==> src/rtl/mult_pkg.sv <==
// Shared types and sizing for the multiplier display path.
package mult_pkg;
  typedef enum logic [1:0] {IDLE = 2'd0, SHIFT = 2'd1, DONE = 2'd2} conv_state_t;
  localparam int BCD_DIGITS = 5;
  localparam int PROD_WIDTH = 16;
endpackage

==> src/rtl/bcd_add3.sv <==
// Double-dabble digit correction: add 3 to a BCD digit of 5 or more before it is shifted.
module bcd_add3 (
  input  logic [3:0] din,
  output logic [3:0] dout
);
  always_comb dout = (din >= 4'd5) ? din + 4'd3 : din;
endmodule

==> src/rtl/product_bcd_converter.sv <==
// Sequential binary-to-BCD converter for the multiplier product, one bit per clock.
// state | meaning
// IDLE  | waiting for Start, outputs hold the last result
// SHIFT | one double-dabble step per edge, IN_WIDTH edges total
// DONE  | publish work digits and sign, pulse Done
module product_bcd_converter
  import mult_pkg::*;
#(
  parameter int IN_WIDTH = PROD_WIDTH,
  parameter int DIGITS   = BCD_DIGITS,
  parameter bit SIGNED   = 1'b1
) (
  input  logic                  Clk,
  input  logic                  Reset_n,
  input  logic                  Start,
  input  logic [IN_WIDTH/2-1:0] AVal,
  input  logic [IN_WIDTH/2-1:0] BVal,
  output logic                  Busy,
  output logic                  Done,
  output logic                  Sign,
  output logic [4*DIGITS-1:0]   Bcd
);
  localparam int CNT_W = $clog2(IN_WIDTH);
  localparam int BCD_W = 4 * DIGITS;
  localparam logic [CNT_W-1:0] CNT_LAST = CNT_W'(IN_WIDTH - 1);

  conv_state_t         state_q, state_d;
  logic [IN_WIDTH-1:0] mag_q, mag_d;
  logic [BCD_W-1:0]    work_q, work_d;
  logic [BCD_W-1:0]    work_adj;
  logic [CNT_W-1:0]    cnt_q, cnt_d;
  logic                sign_r_q, sign_r_d;
  logic                busy_q, busy_d;
  logic                done_q, done_d;
  logic                sign_q, sign_d;
  logic [BCD_W-1:0]    bcd_q, bcd_d;
  logic [IN_WIDTH-1:0] prod;
  logic                shift_unused;

  for (genvar g = 0; g < DIGITS; g++) begin : g_add3
    bcd_add3 u_add3 (
      .din  (work_q[4*g +: 4]),
      .dout (work_adj[4*g +: 4])
    );
  end

  always_comb begin
    state_d      = state_q;
    mag_d        = mag_q;
    work_d       = work_q;
    cnt_d        = cnt_q;
    sign_r_d     = sign_r_q;
    busy_d       = busy_q;
    done_d       = 1'b0;
    sign_d       = sign_q;
    bcd_d        = bcd_q;
    shift_unused = 1'b0;
    prod         = {AVal, BVal};
    case (state_q)
      IDLE: begin
        if (Start) begin
          // Unsigned negate in IN_WIDTH bits, so the most negative value maps onto itself.
          mag_d    = (SIGNED && prod[IN_WIDTH-1]) ? -prod : prod;
          sign_r_d = SIGNED & AVal[IN_WIDTH/2-1];
          work_d   = '0;
          cnt_d    = '0;
          busy_d   = 1'b1;
          state_d  = SHIFT;
        end
      end
      SHIFT: begin
        {shift_unused, work_d, mag_d} = {work_adj, mag_q, 1'b0};
        cnt_d = cnt_q + 1'b1;
        if (cnt_q == CNT_LAST) state_d = DONE;
      end
      DONE: begin
        bcd_d   = work_q;
        sign_d  = sign_r_q;
        done_d  = 1'b1;
        busy_d  = 1'b0;
        state_d = IDLE;
      end
      default: state_d = IDLE;
    endcase
  end

  always_ff @(posedge Clk) begin
    if (!Reset_n) begin
      state_q  <= IDLE;
      mag_q    <= '0;
      work_q   <= '0;
      cnt_q    <= '0;
      sign_r_q <= 1'b0;
      busy_q   <= 1'b0;
      done_q   <= 1'b0;
      sign_q   <= 1'b0;
      bcd_q    <= '0;
    end else begin
      state_q  <= state_d;
      mag_q    <= mag_d;
      work_q   <= work_d;
      cnt_q    <= cnt_d;
      sign_r_q <= sign_r_d;
      busy_q   <= busy_d;
      done_q   <= done_d;
      sign_q   <= sign_d;
      bcd_q    <= bcd_d;
    end
  end

  assign Busy = busy_q;
  assign Done = done_q;
  assign Sign = sign_q;
  assign Bcd  = bcd_q;
endmodule

==> config.mk <==
export PLATFORM = sky130hd
export DESIGN_NAME = product_bcd_converter
export DESIGN_NICKNAME = d
export VERILOG_FILES = /design/src/rtl/mult_pkg.sv /design/src/rtl/bcd_add3.sv /design/src/rtl/product_bcd_converter.sv
export SDC_FILE = /design/constraint.sdc
export NUM_CORES = 1
export LEC_CHECK = 0
export ABC_AREA = 1
export CORE_ASPECT_RATIO = 1.2
export CORE_UTILIZATION = 40
export CTS_CLUSTER_SIZE = 16
export DETAILED_ROUTE_END_ITERATION = 6
export PLACE_DENSITY = 0.7
export SLEW_MARGIN = 25
export SYNTH_ARGS = -nofsm -noshare
export SYNTH_HDL_FRONTEND = slang
export SYNTH_SLANG_ARGS = --single-unit
==> constraint.sdc <==
create_clock -name Clk -period 2.1 [get_ports Clk]
set_input_delay 0.21 -clock Clk [delete_from_list [all_inputs] [get_ports Clk]]
set_output_delay 0.21 -clock Clk [all_outputs]
set_load 0.02 [all_outputs]
==> metrics.txt <==
run status=finished with violations; failing checks=DRC; Crit. path cell count=9; area of the die=8409 um2; later-pin clock latency in the skew report=0.34 ns; via count of the first global-routing pass=2703; TritonCTS Sinks=66; reg2reg path depth=9; number of remaining DRC errors=8; clk root buf=sky130_fd_sc_hd__clkbuf_8; Worst path max stage delay=0.45 ns; Most Frequent Cell on Critical Path=sky130_fd_sc_hd__nor2_1; Initial Util=approximately two fifths; worst path required time=2.32 ns; worst endpoint data arrival time=~1.8 ns; power density cells=675.1 nW/um2; min Tclk post-route=about 1.6 ns; Max Freq=between 600 and 700 MHz; post-cts sizing count=0; wire length per cell after detailed routing=about 12 um; Final period util=76.70%; maximum number of pins on one net before global-route repair=39; actual slew at the worst max-slew pin=0.4712 ns; first element of the critical path=state_q[1]; post-synthesis sequential area ratio=between 40% and 50%; worst hold slack after final layout=0.4608 ns; post-detailed-route count of antenna-violating nets=0; number of violations of the max-capacitance limit=0; clock tree from TritonCTS=built; H-tree depth=3; Final Routed Wirelength=between 6000 and 7000 um; r2r setup slk=approximately 0.5 ns; layout overhead on the synthesized area=21.62%; min-delay worst type=flip-flop to flip-flop; CP Class=flip-flop to flip-flop; number of antenna repair diodes=0; static leakage=1.471 nW; final setup TNS=0 ns; Critical Path, Cell by Cell=inv_2, nand2_2, nor2_4, nor2_8, inv_2, nand3_1, nor2_1, nor2_1, nor2_1; TritonCTS buffer count=9; master of the slowest instance on the critical path=sky130_fd_sc_hd__dfxtp_1; Final Max Slew Viols=0; Crit path max-delay family=simple AND/OR/NAND/NOR gates; fraction of post-synthesis cell area in the top cell type by area=about two fifths; FILL cells=760; floorplan core area=7751 um2; share of cells above drive strength 1=6.967%; drt initial violations=145; IO Pins=between 40 and 50; Final Hold Fails=0; Mapped Cells=442; startpoint type of the worst setup path=flip-flop; flops & latches, synth=66; buffer count from post-CTS setup fixing=0; syn_area_per_cell=7.281 um2; number of standard-cell rows in the floorplan=35; DIE HEIGHT=around 100 um; number of failing setup endpoints in the final timing report=0; top cells by area in the synthesized netlist=sky130_fd_sc_hd__dfxtp_1 (41%), sky130_fd_sc_hd__a21oi_1 (9.2%), sky130_fd_sc_hd__nand2_1 (7.9%), sky130_fd_sc_hd__o21ai_0 (7.3%), sky130_fd_sc_hd__nand3_1 (5.9%); antenna violations before repair=0; Synth warnings=0; reg-to-reg critical path startpoint=state_q[1]; Synth cell types=32; highest fanout seen on the critical path=36; PortBufs=41; detailed-route vias per instance=5.112; global route overflow=0; unrepaired setup endpoints after global routing=false; syn_nets=approximately 470; last element of the critical path=mag_q[15]; half-perimeter wire length after detailed placement=4906 um; # hold bufs at CTS=0; clock-pin slew reported for the worst setup and hold paths after clock tree synthesis=0.06 ns; die span in x=83.88 um; CP bufs+invs=2; overall routing resource usage=17.83%; global-route wire length before repair=about 12000 um; # nets final=514; cell type with the highest aggregate area in the netlist=sky130_fd_sc_hd__dfxtp_1; endpoint of the worst-slack reg-to-reg timing path=mag_q[15]; 1st-pass router iterations=7; worst max-slew margin expressed relative to the limit=68.59%; capturing element type of the critical path=flip-flop; global placement routability congestion=between 0.8 and 0.9; worst supply voltage drop on vdd=0.0002673 V; maximum root-to-sink buffer count=2; clk_skew=around 0.0057 ns; Cell Area, Synth=3218 um2; total via count in the routed design=2965
==> metal layers <==
metal	global-route usage [%]	vias to the layer above	part of all wire, %
li1	-	1559	-
met1	22.93	1326	48
met2	29.70	70	47
met3	3.289	10	4.0
met4	6.897	0	1.6
met5	0	-	0
==> metrics by stage <==
step	util [%]	instance area (um2)	setup WS (ns)	power [mW]	cells
after floorplan	-	3218	0.8356	1.547	442
after global placement	47.89	3712	0.3209	1.633	564
after detailed placement	47.89	3712	0.2967	1.639	564
after CTS	50.49	3914	0.4907	2.672	580
after global routing	50.49	3914	0.3307	2.773	580
final	50.49	3914	0.4893	2.642	580
==> cells by family (layout without fill, tap and decap cells) <==
logic type	after synthesis	in the layout	synth area share, %
compound gates	125	125	20.92
xor+xnor	6	6	1.633
fa+ha+maj	12	12	4.666
buf+inv	73	119	9.409
flops	66	66	41.06
simple gates	160	160	22.32
==> final cells by class <==
| class | count | area (um2) | share of cell area [%] |
|---|---|---|---|
| inverters | 55 | 206.4 | 5.275 |
| repair buffers | 48 | 475.5 | 12.15 |
| clock buffers | 15 | 196.4 | 5.019 |
| flip-flops and latches | 66 | 1321 | 33.76 |
| multi-input cells | 303 | 1594 | 40.73 |
| well taps | 92 | 115.1 | 2.941 |
| clock inverters | 1 | 5.005 | 0.1279 |
==> sequential cells by signal (all words and copies together), names as in the netlist <==
register  flops
mag_q        16
state_q       2
Bcd          20
Sign          1
Busy          1
Done          1
sign_r_q      1
work_q       20
cnt_q         4
==> worst min-delay path, delay by kind of cell, from the launching register on <==
kind               cells  cell delay [ns]
AOI/OAI and AO/OA      1             0.05
DFF                    1             0.31
and+or+nand+nor        1             0.06
==> synth_stat cells <==
master	instances
sky130_fd_sc_hd__nand3_1	38
sky130_fd_sc_hd__nand4_1	5
sky130_fd_sc_hd__buf_6	1
sky130_fd_sc_hd__nor2_8	2
sky130_fd_sc_hd__nand2_1	68
sky130_fd_sc_hd__a22oi_1	10
sky130_fd_sc_hd__nor2_4	1
sky130_fd_sc_hd__buf_4	4
sky130_fd_sc_hd__buf_1	1
sky130_fd_sc_hd__o21ai_1	2
sky130_fd_sc_hd__nand2_2	1
sky130_fd_sc_hd__a31oi_1	2
sky130_fd_sc_hd__a21oi_1	59
sky130_fd_sc_hd__o22ai_1	1
sky130_fd_sc_hd__a221oi_2	1
sky130_fd_sc_hd__inv_1	48
sky130_fd_sc_hd__o211ai_1	2
sky130_fd_sc_hd__dfxtp_1	66
sky130_fd_sc_hd__nor4_1	1
sky130_fd_sc_hd__clkbuf_1	7
sky130_fd_sc_hd__o21ai_0	47
sky130_fd_sc_hd__o32ai_1	1
sky130_fd_sc_hd__nor3_1	5
sky130_fd_sc_hd__buf_2	5
sky130_fd_sc_hd__xor2_1	5
sky130_fd_sc_hd__clkinv_1	1
sky130_fd_sc_hd__nor2_2	1
sky130_fd_sc_hd__ha_1	12
sky130_fd_sc_hd__inv_2	6
sky130_fd_sc_hd__xnor2_1	1
sky130_fd_sc_hd__nor2_1	37
sky130_fd_sc_hd__nand3b_1	1
==> where the power goes <==
group	switching (mW)	internal [mW]	total, mW	leakage, nW
sequential	0.0239	1.29	1.31	0.535
clock	0.442	0.589	1.03	0.106
combinational	0.187	0.110	0.297	0.831
==> placed cells by master, fill, tap and decap left out, drive strengths merged <==
| cell | n |
|---|---|
| ha | 12 |
| dfxtp | 66 |
| a221oi | 1 |
| nand3 | 38 |
| nor2 | 41 |
| a31oi | 2 |
| o32ai | 1 |
| buf | 7 |
| nor4 | 1 |
| a21oi | 59 |
| clkdlybuf4s50 | 41 |
| a22oi | 10 |
| o21ai | 49 |
| nor3 | 5 |
| xnor2 | 1 |
| inv | 54 |
| clkinv | 2 |
| nand4 | 5 |
| clkbuf | 15 |
| o22ai | 1 |
| nand3b | 1 |
| xor2 | 5 |
| nand2 | 69 |
| o211ai | 2 |
==> worst min-delay path by stage <==
stage / cells past startpoint / endpoint / slack, ns / start
global placement: 2 / work_q[19] / 0.45 / work_q[19]
floorplan: 2 / mag_q[13] / 0.38 / AVal[5]
global route: 2 / work_q[19] / 0.48 / work_q[19]
CTS: 2 / work_q[19] / 0.46 / work_q[19]
detailed placement: 2 / work_q[19] / 0.45 / work_q[19]
finish: 2 / work_q[19] / 0.46 / work_q[19]
No activity file was read; power rests on OpenSTA's default activity.
